===== config.mk =====
export PLATFORM = sky130hd
export DESIGN_NAME = div_pnt_seq_flat
export DESIGN_NICKNAME = d
export VERILOG_FILES = /design/src/rtl/div_pnt_seq_if.sv /design/src/rtl/div_pnt_seq.sv /design/src/flat_wrapper.sv
export SDC_FILE = /design/constraint.sdc
export NUM_CORES = 1
export LEC_CHECK = 0
export CAP_MARGIN = 15
export CORE_ASPECT_RATIO = 1.1
export CORE_MARGIN = 3
export CORE_UTILIZATION = 60
export DETAILED_ROUTE_END_ITERATION = 16
export PLACE_DENSITY = 0.95
export SYNTH_ARGS = -nofsm -noshare
export SYNTH_HDL_FRONTEND = slang
export SYNTH_SLANG_ARGS = --single-unit

===== constraint.sdc =====
create_clock -name clk -period 9.7 [get_ports clk]
set_input_delay 1.455 -clock clk [delete_from_list [all_inputs] [get_ports clk]]
set_output_delay 1.455 -clock clk [all_outputs]
set_load 0.02 [all_outputs]

===== src/rtl/div_pnt_seq_if.sv =====
// Operand/result handshake bundle between VU issue, the divide-point sequencer and VU writeback.
interface div_pnt_seq_if;
    logic        in_valid;
    logic        in_ready;
    logic        in_op;
    logic [31:0] in_data;
    logic        out_valid;
    logic        out_ready;
    logic [15:0] out_mant;
    logic [4:0]  out_exp;
    logic        out_dbz;

    // Sequencer side.
    modport slave (
        input  in_valid, in_op, in_data, out_ready,
        output in_ready, out_valid, out_mant, out_exp, out_dbz
    );

    // Issue/writeback side.
    modport master (
        output in_valid, in_op, in_data, out_ready,
        input  in_ready, out_valid, out_mant, out_exp, out_dbz
    );
endinterface


===== src/rtl/div_pnt_seq.sv =====
// Reciprocal / inverse-square-root sequencer: normalise, index the slope-intercept
// table, then linearly interpolate to a Q0.16 mantissa and a 5-bit exponent.
module div_pnt_seq #(
    parameter int unsigned FRAC_W = 8
) (
    input  logic          clk,
    input  logic          reset_l,
    div_pnt_seq_if.slave  bus,
    input  logic          flush,
    output logic [5:0]    tbl_index,
    input  logic [23:0]   tbl_data,
    output logic          busy
);

    localparam int unsigned PROD_W = 13 + FRAC_W;

    typedef enum logic [2:0] {
        S_IDLE = 3'd0,
        S_NORM = 3'd1,
        S_LOOK = 3'd2,
        S_INTP = 3'd3,
        S_DONE = 3'd4
    } state_t;

    state_t              r_state;
    logic                r_op;
    logic [31:0]         r_data;
    logic [FRAC_W-1:0]   r_frac;
    logic [4:0]          r_exp;
    logic [23:0]         r_tbl;
    logic [5:0]          r_tbl_index;
    logic                r_in_ready;
    logic                r_out_valid;
    logic [15:0]         r_out_mant;
    logic [4:0]          r_out_exp;
    logic                r_out_dbz;
    logic                r_busy;

    logic [4:0]          w_p;
    logic [31:0]         w_norm;
    logic [5:0]          w_index;
    logic [FRAC_W-1:0]   w_frac;
    logic [4:0]          w_exp;
    logic [7:0]          w_slope;
    logic [15:0]         w_incpt;
    logic [12:0]         w_delta;
    logic [PROD_W-1:0]   w_prod;
    logic [12:0]         w_corr;
    logic [16:0]         w_sub;
    logic [15:0]         w_mant;
    logic                w_unused;

    // Leading-one position of the captured operand (0 when the operand is zero).
    always_comb begin
        w_p = 5'd0;
        for (int i = 0; i < 32; i++) begin
            if (r_data[i]) w_p = 5'(i);
        end
    end

    assign w_norm = r_data << (5'd31 - w_p);

    // Inverse square root uses the upper half of the table, split by exponent parity.
    assign w_index = r_op ? {1'b1, ~w_p[0], w_norm[30:27]} : {1'b0, w_norm[30:26]};
    assign w_frac  = r_op ? w_norm[26 -: FRAC_W] : w_norm[25 -: FRAC_W];
    assign w_exp   = r_op ? {1'b0, w_p[4:1]} : w_p;

    // Interpolation: incpt - ((1 - slope/256) * frac), clamped at zero.
    assign w_slope = r_tbl[23:16];
    assign w_incpt = r_tbl[15:0];
    assign w_delta = 13'h1000 - 13'({w_slope, 4'h0});
    assign w_prod  = PROD_W'(w_delta) * PROD_W'(r_frac);
    assign w_corr  = 13'(w_prod >> FRAC_W);
    assign w_sub   = 17'(w_incpt) - 17'(w_corr);
    assign w_mant  = w_sub[16] ? 16'h0000 : w_sub[15:0];

    assign w_unused = ^{w_norm, w_prod};

    // Sequencer state and all registered outputs; flush overrides every transition.
    always_ff @(posedge clk or negedge reset_l) begin
        if (!reset_l) begin
            r_state     <= S_IDLE;
            r_op        <= 1'b0;
            r_data      <= 32'd0;
            r_frac      <= '0;
            r_exp       <= 5'd0;
            r_tbl       <= 24'd0;
            r_tbl_index <= 6'd0;
            r_in_ready  <= 1'b1;
            r_out_valid <= 1'b0;
            r_out_mant  <= 16'd0;
            r_out_exp   <= 5'd0;
            r_out_dbz   <= 1'b0;
            r_busy      <= 1'b0;
        end else if (flush) begin
            r_state     <= S_IDLE;
            r_out_valid <= 1'b0;
            r_in_ready  <= 1'b1;
            r_busy      <= 1'b0;
        end else begin
            case (r_state)
                S_IDLE: begin
                    if (bus.in_valid) begin
                        r_op       <= bus.in_op;
                        r_data     <= bus.in_data;
                        r_in_ready <= 1'b0;
                        r_busy     <= 1'b1;
                        r_state    <= S_NORM;
                    end
                end
                S_NORM: begin
                    if (r_data == 32'd0) begin
                        r_out_dbz   <= 1'b1;
                        r_out_mant  <= 16'hffff;
                        r_out_exp   <= 5'd0;
                        r_out_valid <= 1'b1;
                        r_state     <= S_DONE;
                    end else begin
                        r_tbl_index <= w_index;
                        r_frac      <= w_frac;
                        r_exp       <= w_exp;
                        r_state     <= S_LOOK;
                    end
                end
                S_LOOK: begin
                    r_tbl   <= tbl_data;
                    r_state <= S_INTP;
                end
                S_INTP: begin
                    r_out_mant  <= w_mant;
                    r_out_exp   <= r_exp;
                    r_out_dbz   <= 1'b0;
                    r_out_valid <= 1'b1;
                    r_state     <= S_DONE;
                end
                S_DONE: begin
                    if (bus.out_ready) begin
                        r_out_valid <= 1'b0;
                        r_in_ready  <= 1'b1;
                        r_busy      <= 1'b0;
                        r_state     <= S_IDLE;
                    end
                end
                default: begin
                    r_state     <= S_IDLE;
                    r_out_valid <= 1'b0;
                    r_in_ready  <= 1'b1;
                    r_busy      <= 1'b0;
                end
            endcase
        end
    end

    assign bus.in_ready  = r_in_ready;
    assign bus.out_valid = r_out_valid;
    assign bus.out_mant  = r_out_mant;
    assign bus.out_exp   = r_out_exp;
    assign bus.out_dbz   = r_out_dbz;
    assign tbl_index     = r_tbl_index;
    assign busy          = r_busy;

endmodule


===== src/flat_wrapper.sv =====
// flat-port wrapper written by rule: the top's interface ports become plain ports
module div_pnt_seq_flat 
#(
    parameter int unsigned FRAC_W = 8
)
  (clk, reset_l, flush, tbl_index, tbl_data, busy, bus_in_valid, bus_in_op, bus_in_data, bus_out_ready, bus_in_ready, bus_out_valid, bus_out_mant, bus_out_exp, bus_out_dbz);
  div_pnt_seq_if bus_i ();
  input  logic clk;
  input  logic reset_l;
  input  logic flush;
  output logic [5:0] tbl_index;
  input  logic [23:0] tbl_data;
  output logic busy;
  input wire logic [$bits(bus_i.in_valid)-1:0] bus_in_valid;
  input wire logic [$bits(bus_i.in_op)-1:0] bus_in_op;
  input wire logic [$bits(bus_i.in_data)-1:0] bus_in_data;
  input wire logic [$bits(bus_i.out_ready)-1:0] bus_out_ready;
  output wire logic [$bits(bus_i.in_ready)-1:0] bus_in_ready;
  output wire logic [$bits(bus_i.out_valid)-1:0] bus_out_valid;
  output wire logic [$bits(bus_i.out_mant)-1:0] bus_out_mant;
  output wire logic [$bits(bus_i.out_exp)-1:0] bus_out_exp;
  output wire logic [$bits(bus_i.out_dbz)-1:0] bus_out_dbz;
  assign bus_i.in_valid = bus_in_valid;
  assign bus_i.in_op = bus_in_op;
  assign bus_i.in_data = bus_in_data;
  assign bus_i.out_ready = bus_out_ready;
  assign bus_in_ready = bus_i.in_ready;
  assign bus_out_valid = bus_i.out_valid;
  assign bus_out_mant = bus_i.out_mant;
  assign bus_out_exp = bus_i.out_exp;
  assign bus_out_dbz = bus_i.out_dbz;
  div_pnt_seq #(.FRAC_W(FRAC_W)) u_core (.clk(clk), .reset_l(reset_l), .bus(bus_i), .flush(flush), .tbl_index(tbl_index), .tbl_data(tbl_data), .busy(busy));
endmodule

==> summary.md, run 1 <==
| Metric | Value |
|---|---|
| Final Non-Filler Cells | between 1k and 1.5k |
| Largest family of logic cells by synthesized area | simple AND/OR/NAND/NOR gates |
| Layout cells sized above 1 | approximately a tenth |
| Synth unique cells | between 70 and 80 |
| H-tree lvl count | 3 |
| Setup Buffers After CTS | 0 |
| Max-Cap Viols | 0 |
| Post-layout min period | between 7 and 8 ns |
| Post-synthesis simple-gate area fraction | between 15 and 20% |
| Cells after DPL | roughly 1.2k |
| Area of the mapped netlist | a little under 9000 µm² |
| Area Growth Syn to Fin | 15.28% |
| Max Freq | roughly 0.13 GHz |
| Post-CTS Hold Buffers | 0 |
| Hold Path Class | register to register |
| Asr flop ratio synth | between 90% and 100% |
| Clock transition at path regs | approximately 0.080 ns |
| Die area | approximately 16,000 µm² |
| Synthesized area per cell | a little over 9 µm² |
| Slowest-stage cell, CP | a2111oi_0 |
| Die X | 122.3 µm |
| PortBufs | ~90 |
| Top-level I/O count | 93 |
| Remaining Overflow, GRT | 0 |
| Crit. End Element | register |
| Register bit total from synthesis | about 100 |
| Setup Skew | ~0.0092 ns |
| Clock buffer depth | 2 |
| Skew-Pair Late Insertion Delay | around 0.36 ns |
| Setup total negative slack | 0 ns |
| RSZ-0062 raised after global routing | false |
| Gpl congestion | ~0.96 |
| Top delay family on crit path | adder cells |
| CP Max Fanout | 14 |
| DRC viols | 0 |
| Slew @ Worst Pin | 1.047 ns |
| Post-synth top area cell | dfrtp_1 |
| N_diodes | 0 |
| Setup-failing EPs final | 0 |
| CTS Root Cell | clkbuf_16 |
| Main area contributors after synthesis | dfrtp_1, fa_1, mux2_2, ha_1, mux2i_1 |
| Detail Placement HPWL | 17.50 mm |
| Compound-Gate Fraction of Synth Area | between 10% and 20% |
| Pin count of the biggest net entering global routing | 80 |
| Die Ht | between 100 and 150 µm |
| Synth Warn # | 0 |
| Initial antenna violation count | 0 |
| Post-Synth XOR/XNOR Area | under 10% |
| CTS tree | yes |
| Run status | completed |
| Final Net Count | 1,196 |
| Hold Fails Final Rpt | 0 |
| Relative slew slack | around 30% |
| DR WL/cell | roughly 18 µm |
| Slew Limit Fails | 0 |
| Post-synth EDFFs | 0 |
| Row cnt | 46 |
| 1st-iter DRT viols | 561 |
| Vias per cell | a little over 6 |
| Syn Nets | 1,133 |
| Vias in the first global route | a little under 8k |
| Post-route ant nets | 0 |
| Drt total wl | around 22 mm |
| Multiplexer share of the synthesized area | between 10% and 20% |
| TritonCTS Buffers | 9 |
| Sink Count | between 100 and 150 |
| # fillers | between 1k and 1.5k |
| Worst path max stage delay | about 0.65 ns |
| Global-route wire length before repair | around 38 mm |
| Global Route Usage Sum | between 20% and 30% |
| Adder-Cell Fraction of Synth Area | approximately 16% |
| Seq/Total Area, Yosys | 29.15% |
| Synthesized netlist cell count | between 900 and 1k |
| CP required | around 10 ns |
| Worst Path Buf+Inv | 4 |
| Post-route clock period utilization | about 78% |
| Core Region | around 15,000 µm² |
| DRT Pass-1 Iters | 5 |
| DR vias | 7,579 |
| Starting density of the core | about 62% |
| Synth top area share | between 20% and 30% |
| Critical Path AT | about 8 ns |
| Critical Path Source Type | register |
| Post-CTS resize count | 0 |
| Setup CP Type | register to register |
| Post-synth top flop | dfrtp_1 |
==> cells in the final DEF, fill, tap and decap left out, types with 14 or more instances in the layout <==
master           netlist  routed
nor3_1                27      25
dfrtp_1              103     103
xnor2_1               14      14
o22ai_1               16      16
nand3_1               14      14
nor2_1                81      81
a21oi_1               32      32
clkdlybuf4s50_1        0      91
nand2_1              113     113
inv_1                 83      83
and2_1                43      43
mux2i_1               57      57
ha_1                  48      48
fa_1                  43      43
o21ai_0               34      33
mux2_2                63      63
==> kinds of logic (layout without fill, tap and decap cells) <==
logic type,after synthesis,in the layout
AO/OA/AOI/OAI,172,172
multiplexers,122,122
flip-flops,104,104
AND/OR/NAND/NOR,330,330
XOR/XNOR,27,27
buffers and inverters,134,202
adder cells (fa/ha/maj),91,91
==> through the flow <==
stage | utilization [%] | setup WS [ns] | hold WS [ns] | instance area (µm²)
5_1_grt | 70.99 | 1.744 | 0.5095 | 10300
3_5_place_dp | 68.72 | 2.391 | 0.4595 | 9967
4_1_cts | 70.99 | 2.309 | 0.4778 | 10300
2_1_floorplan | - | 3.270 | 0.4481 | 8931
3_3_place_gp | 68.72 | 2.747 | 0.4512 | 9967
6_report | 70.99 | 2.171 | 0.4742 | 10300
==> worst paths after layout <==
check | startpoint | endpoint | slack [ns] | cells past startpoint
hold reg to reg | u_core.bus.out_exp[2] | u_core.bus.out_exp[2] | 0.47 | 2
setup / recovery | u_core.r_tbl[16] | u_core.bus.out_mant[4] | 2.17 | 25
max in group asynchronous | reset_l | u_core.r_frac[0] | 7.38 | 2
setup reg to reg | u_core.r_tbl[16] | u_core.bus.out_mant[4] | 2.17 | 25
min in group asynchronous | reset_l | u_core.bus.out_dbz | 0.99 | 1
hold / removal | u_core.bus.out_exp[2] | u_core.bus.out_exp[2] | 0.47 | 2
==> layout make-up <==
type / count / area [µm²] / area share [%]
Tap cell: 192 / 240.2 / 2.333
Clock inverter: 7 / 103.9 / 1.009
Inverter: 84 / 315.3 / 3.062
Timing Repair Buffer: 102 / 993.5 / 9.649
Sequential cell: 104 / 2604 / 25.29
Multi-Input combinational cell: 742 / 5814 / 56.47
Clock buffer: 9 / 225.2 / 2.187
==> cells in the mapped netlist, drive strengths merged, types with 8 or more instances <==
| library cell | n |
|---|---|
| nor2 | 81 |
| mux2 | 63 |
| dfrtp | 103 |
| xor2 | 13 |
| nand2 | 114 |
| xnor2 | 14 |
| o21ai | 36 |
| nand2b | 8 |
| o22ai | 16 |
| and2 | 43 |
| fa | 43 |
| a211oi | 9 |
| mux2i | 59 |
| a21oi | 32 |
| nand3 | 14 |
| ha | 48 |
| nor3 | 27 |
| inv | 83 |
| clkbuf | 35 |
| buf | 15 |
| o21a | 8 |
==> worst reg2reg max path, cell delays in order, from the launching register on <==
cell and delay [ns]:
dfrtp_1 0.53, inv_1 0.10, ha_1 0.25, nand2_1 0.09, xor2_1 0.53, nand2_1 0.17
fa_1 0.50, fa_1 0.50, inv_1 0.05, fa_1 0.53, inv_1 0.06, fa_1 0.53
inv_1 0.04, ha_1 0.31, o21a_1 0.13, o31ai_1 0.11, a2111oi_0 0.65, o21a_1 0.20
o21a_1 0.15, nor2_1 0.06, xor2_1 0.14, ha_1 0.36, o21ai_0 0.14, a311oi_1 0.54
o21ai_1 0.42, o32ai_1 0.37
==> state kept, by name, summed over array words and instances (netlist names), 3 cells and up <==
name / flops
u_core.r_state: 3
u_core.r_data: 32
u_core.r_frac: 8
u_core.bus.out_exp: 5
u_core.r_tbl: 24
u_core.bus.out_mant: 16
u_core.r_exp: 5
u_core.tbl_index: 6
==> metal layers <==
metal | track usage, % | routed length, µm | vias to the layer above
met5 | 0 | 0 | -
met4 | 12.82 | 932 | 0
met1 | 32.74 | 8467 | 3677
met2 | 52.40 | 12030 | 275
li1 | - | - | 3550
met3 | 4.260 | 1049 | 77
Power of run 1 is left out: the tool's default activity adds up to more than one toggle a clock period on the data nets, which glitch-free logic cannot reach.
==> inputs of run 2 (changes only) <==
CORE_UTILIZATION = 59   (was 60)
PLACE_DENSITY = 0.94   (was 0.95)
clock period = 7.5 ns   (was 9.7 ns; I/O delays follow)
==> run 2 against run 1 <==
  * First-iteration DRC count rose by 22%
  * Global-route usage grew 0.68 points
  * Clock-buffer cell count unchanged
  * Non-clock buffer count rose by 2
  * Critical path depth increased by 1
  * Die area grew 1.6%
  * Highest routed layer unchanged
  * Maximum frequency grew 6.0%
  * Sequential share of layout area is 0.065 points lower
  * Wire length up 3.8%
  * Worst hold slack got worse by 0.0044 ns
  * Final area increased by 0.30%
  * Core utilization down 0.35 points
==> summary.md, run 2 (same netlist as run 1, synthesis figures left out) <==
| Metric | Value |
|---|---|
| Run status | completed |
| Commonest cells after routing, fill and taps aside | nand2_1, dfrtp_1, clkdlybuf4s50_1 |
| Hold WS | 0.4698 ns (-0.004422 ns) |
| DP Area | 9982 µm² (+0.15%) |
| Slowest-stage cell, CP | xor2_1 |
| DRT Pass-1 Iters | 7 (+2) |
| Critical Path Source Type | register |
| Setup-failing EPs final | 0 (unchanged) |
| Gpl congestion | 0.9667 (+0.87%) |
| Pin count of the biggest net entering global routing | 77 (-3.8%) |
| Die X | 123.3 µm (+0.81%) |
| RSZ-0062 raised after global routing | false |
| Remaining Overflow, GRT | 0 (unchanged) |
| Worst path max stage delay | 0.57 ns (-0.08 ns) |
| Setup CP Type | register to register |
| Post-layout min period | 7.101 ns (-0.4283 ns) |
| Vias in the first global route | 7,996 (+1.1%) |
| Core Region | 14,620 µm² (+0.79%) |
| Crit. End Element | register |
| Top-level I/O count | 93 (unchanged) |
| Reg2Reg Depth | 26 (+4.0%) |
| Max-Cap Viols | 0 (unchanged) |
| Hold path cells | 2 (unchanged) |
| PortBufs | 92 (unchanged) |
| Largest register by flop count | u_core.r_data |
| Clock transition at path regs | 0.08 ns (about the same) |
| Worst Path Buf+Inv | 3 (-1) |
| Commonest non-fill, non-tap cell in the layout | nand2_1 |
| Hold Path Class | register to register |
| Post-CTS Hold Buffers | 0 (unchanged) |
| Row cnt | 46 (unchanged) |
| Top delay family on crit path | adder cells |
| Hold Fails Final Rpt | 0 (unchanged) |
| Slew @ Worst Pin | 1.022 ns (-0.02519 ns) |
| Die Ht | 135.0 µm (+0.81%) |
| Clock buffer depth | 2 (unchanged) |
| Post-route cell area | 10,330 µm² (+0.30%) |
| Setup Buffers After CTS | 0 (unchanged) |
| TritonCTS Buffers | 9 (unchanged) |
| Critical Path AT | 7.30 ns (-0.50 ns) |
| Setup total negative slack | 0 ns (unchanged) |
| DR vias | 7,785 (+2.7%) |
| Vias per cell | 6.268 (+2.6%) |
| DRC viols | 0 (unchanged) |
| Die area | 16,650 µm² (+1.6%) |
| Largest register FFs | 32 (unchanged) |
| 1st-iter DRT viols | 686 (+22%) |
| Drt total wl | 23.33 mm (+3.8%) |
| Most frequent CP cell | fa_1 |
| CP Max Fanout | 8 (-6) |
| Area Growth Syn to Fin | 15.63% |
| N_diodes | 0 (unchanged) |
| Layout cells sized above 1 | 11.24% (+0.65 points) |
| CTS tree | yes |
| Global Route Usage Sum | 29.34% (+0.68 points) |
| Slew Limit Fails | 0 (unchanged) |
| Setup Skew | 0.01028 ns (+0.001084 ns) |
| CTS Root Cell | clkbuf_16 |
| Detail Placement HPWL | 17.53 mm (+0.21%) |
| Global-route wire length before repair | 38.86 mm (+2.7%) |
| H-tree lvl count | 3 (unchanged) |
| Post-route clock period utilization | 94.68% (+17 points) |
| CP required | 7.70 ns (-2.27 ns) |
| Relative slew slack | 31.51% (+1.7 points) |
| Post-route ant nets | 0 (unchanged) |
| Sink Count | 104 (unchanged) |
| Skew-Pair Late Insertion Delay | 0.36 ns (about the same) |
| Initial antenna violation count | 0 (unchanged) |
| DR WL/cell | 18.79 µm (+3.6%) |
| Crit path depth | 26 (+4.0%) |
| Final Net Count | 1,198 (+0.17%) |
| Max Freq | 0.1408 GHz (+6.0%) |
| Starting density of the core | 61.09% (-0.48 points) |
==> run 2: layer usage <==
metal / track usage (%) / share of wire [%] / vias to the layer above
met1: 32.91 / 36 / 3769
met2: 52.86 / 53 / 370
met4: 13.78 / 4.2 / 0
met5: 0 / 0 / -
met3: 5.781 / 6.7 / 92
li1: - / - / 3554
==> run 2: per-stage QoR <==
stage | worst slack [ns] | instances | util (%)
2_1_floorplan | 1.070 | 980 | -
3_3_place_gp | 0.5809 | 1226 | 68.28
3_5_place_dp | 0.2243 | 1226 | 68.28
4_1_cts | 0.1798 | 1242 | 70.41
5_1_grt | 0.006112 | 1242 | 70.64
6_report | 0.3989 | 1242 | 70.64
==> run 2: worst register-to-register path: stages, from the launching register on <==
cell and delay (ns):
dfrtp_1 0.45, nor4_1 0.38, nand2_1 0.11, xor2_1 0.57, nand2_1 0.17, fa_1 0.53, inv_1 0.05, fa_1 0.47
fa_1 0.55, inv_1 0.06, fa_1 0.52, inv_1 0.04, ha_1 0.32, nor2_1 0.06, a2111oi_0 0.57, o21a_1 0.20
o21a_1 0.14, nor2_1 0.06, xor2_1 0.15, ha_1 0.22, or3_1 0.35, o21ai_0 0.14, a311oi_1 0.12, o21ai_0 0.27
nor2b_1 0.23, xnor2_1 0.14, o22ai_1 0.09
==> run 2: final cells by class <==
cell class	count	area [µm²]
Inverter	84	315.3
Sequential cell	104	2605
Multi-Input combinational cell	742	5847
Timing Repair Buffer	104	1008
Clock buffer	9	225.2
Clock inverter	7	86.33
Fill cell	1077	4292
Tap cell	192	240.2
==> run 2: final timing paths <==
| check | slack [ns] | to | startpoint |
|---|---|---|---|
| worst max register to register | 0.40 | u_core.bus.out_mant[13] | u_core.r_tbl[20] |
| worst max-delay path | 0.40 | u_core.bus.out_mant[13] | u_core.r_tbl[20] |
| max in group asynchronous | 5.56 | u_core.r_data[24] | reset_l |
| worst min register to register | 0.47 | u_core.bus.out_exp[0] | u_core.bus.out_exp[0] |
| min in group asynchronous | 0.68 | u_core.bus.out_mant[10] | reset_l |
| worst min-delay path | 0.47 | u_core.bus.out_exp[0] | u_core.bus.out_exp[0] |
==> run 2: what timing repair did <==
item / in CTS / in global routing
hold endpoints to repair: 0 / 0
setup endpoints to repair: 0 / 15
gates resized for setup: 0 / 6
Power of run 2 is left out for the same reason.
==> inputs of run 3 (changes only) <==
ABC_CLOCK_PERIOD_IN_PS = 7500   (was not set)
==> results of run 3 <==
Final layout, timing and power as in run 2 (identical DEF).
Power of run 3 is left out for the same reason.
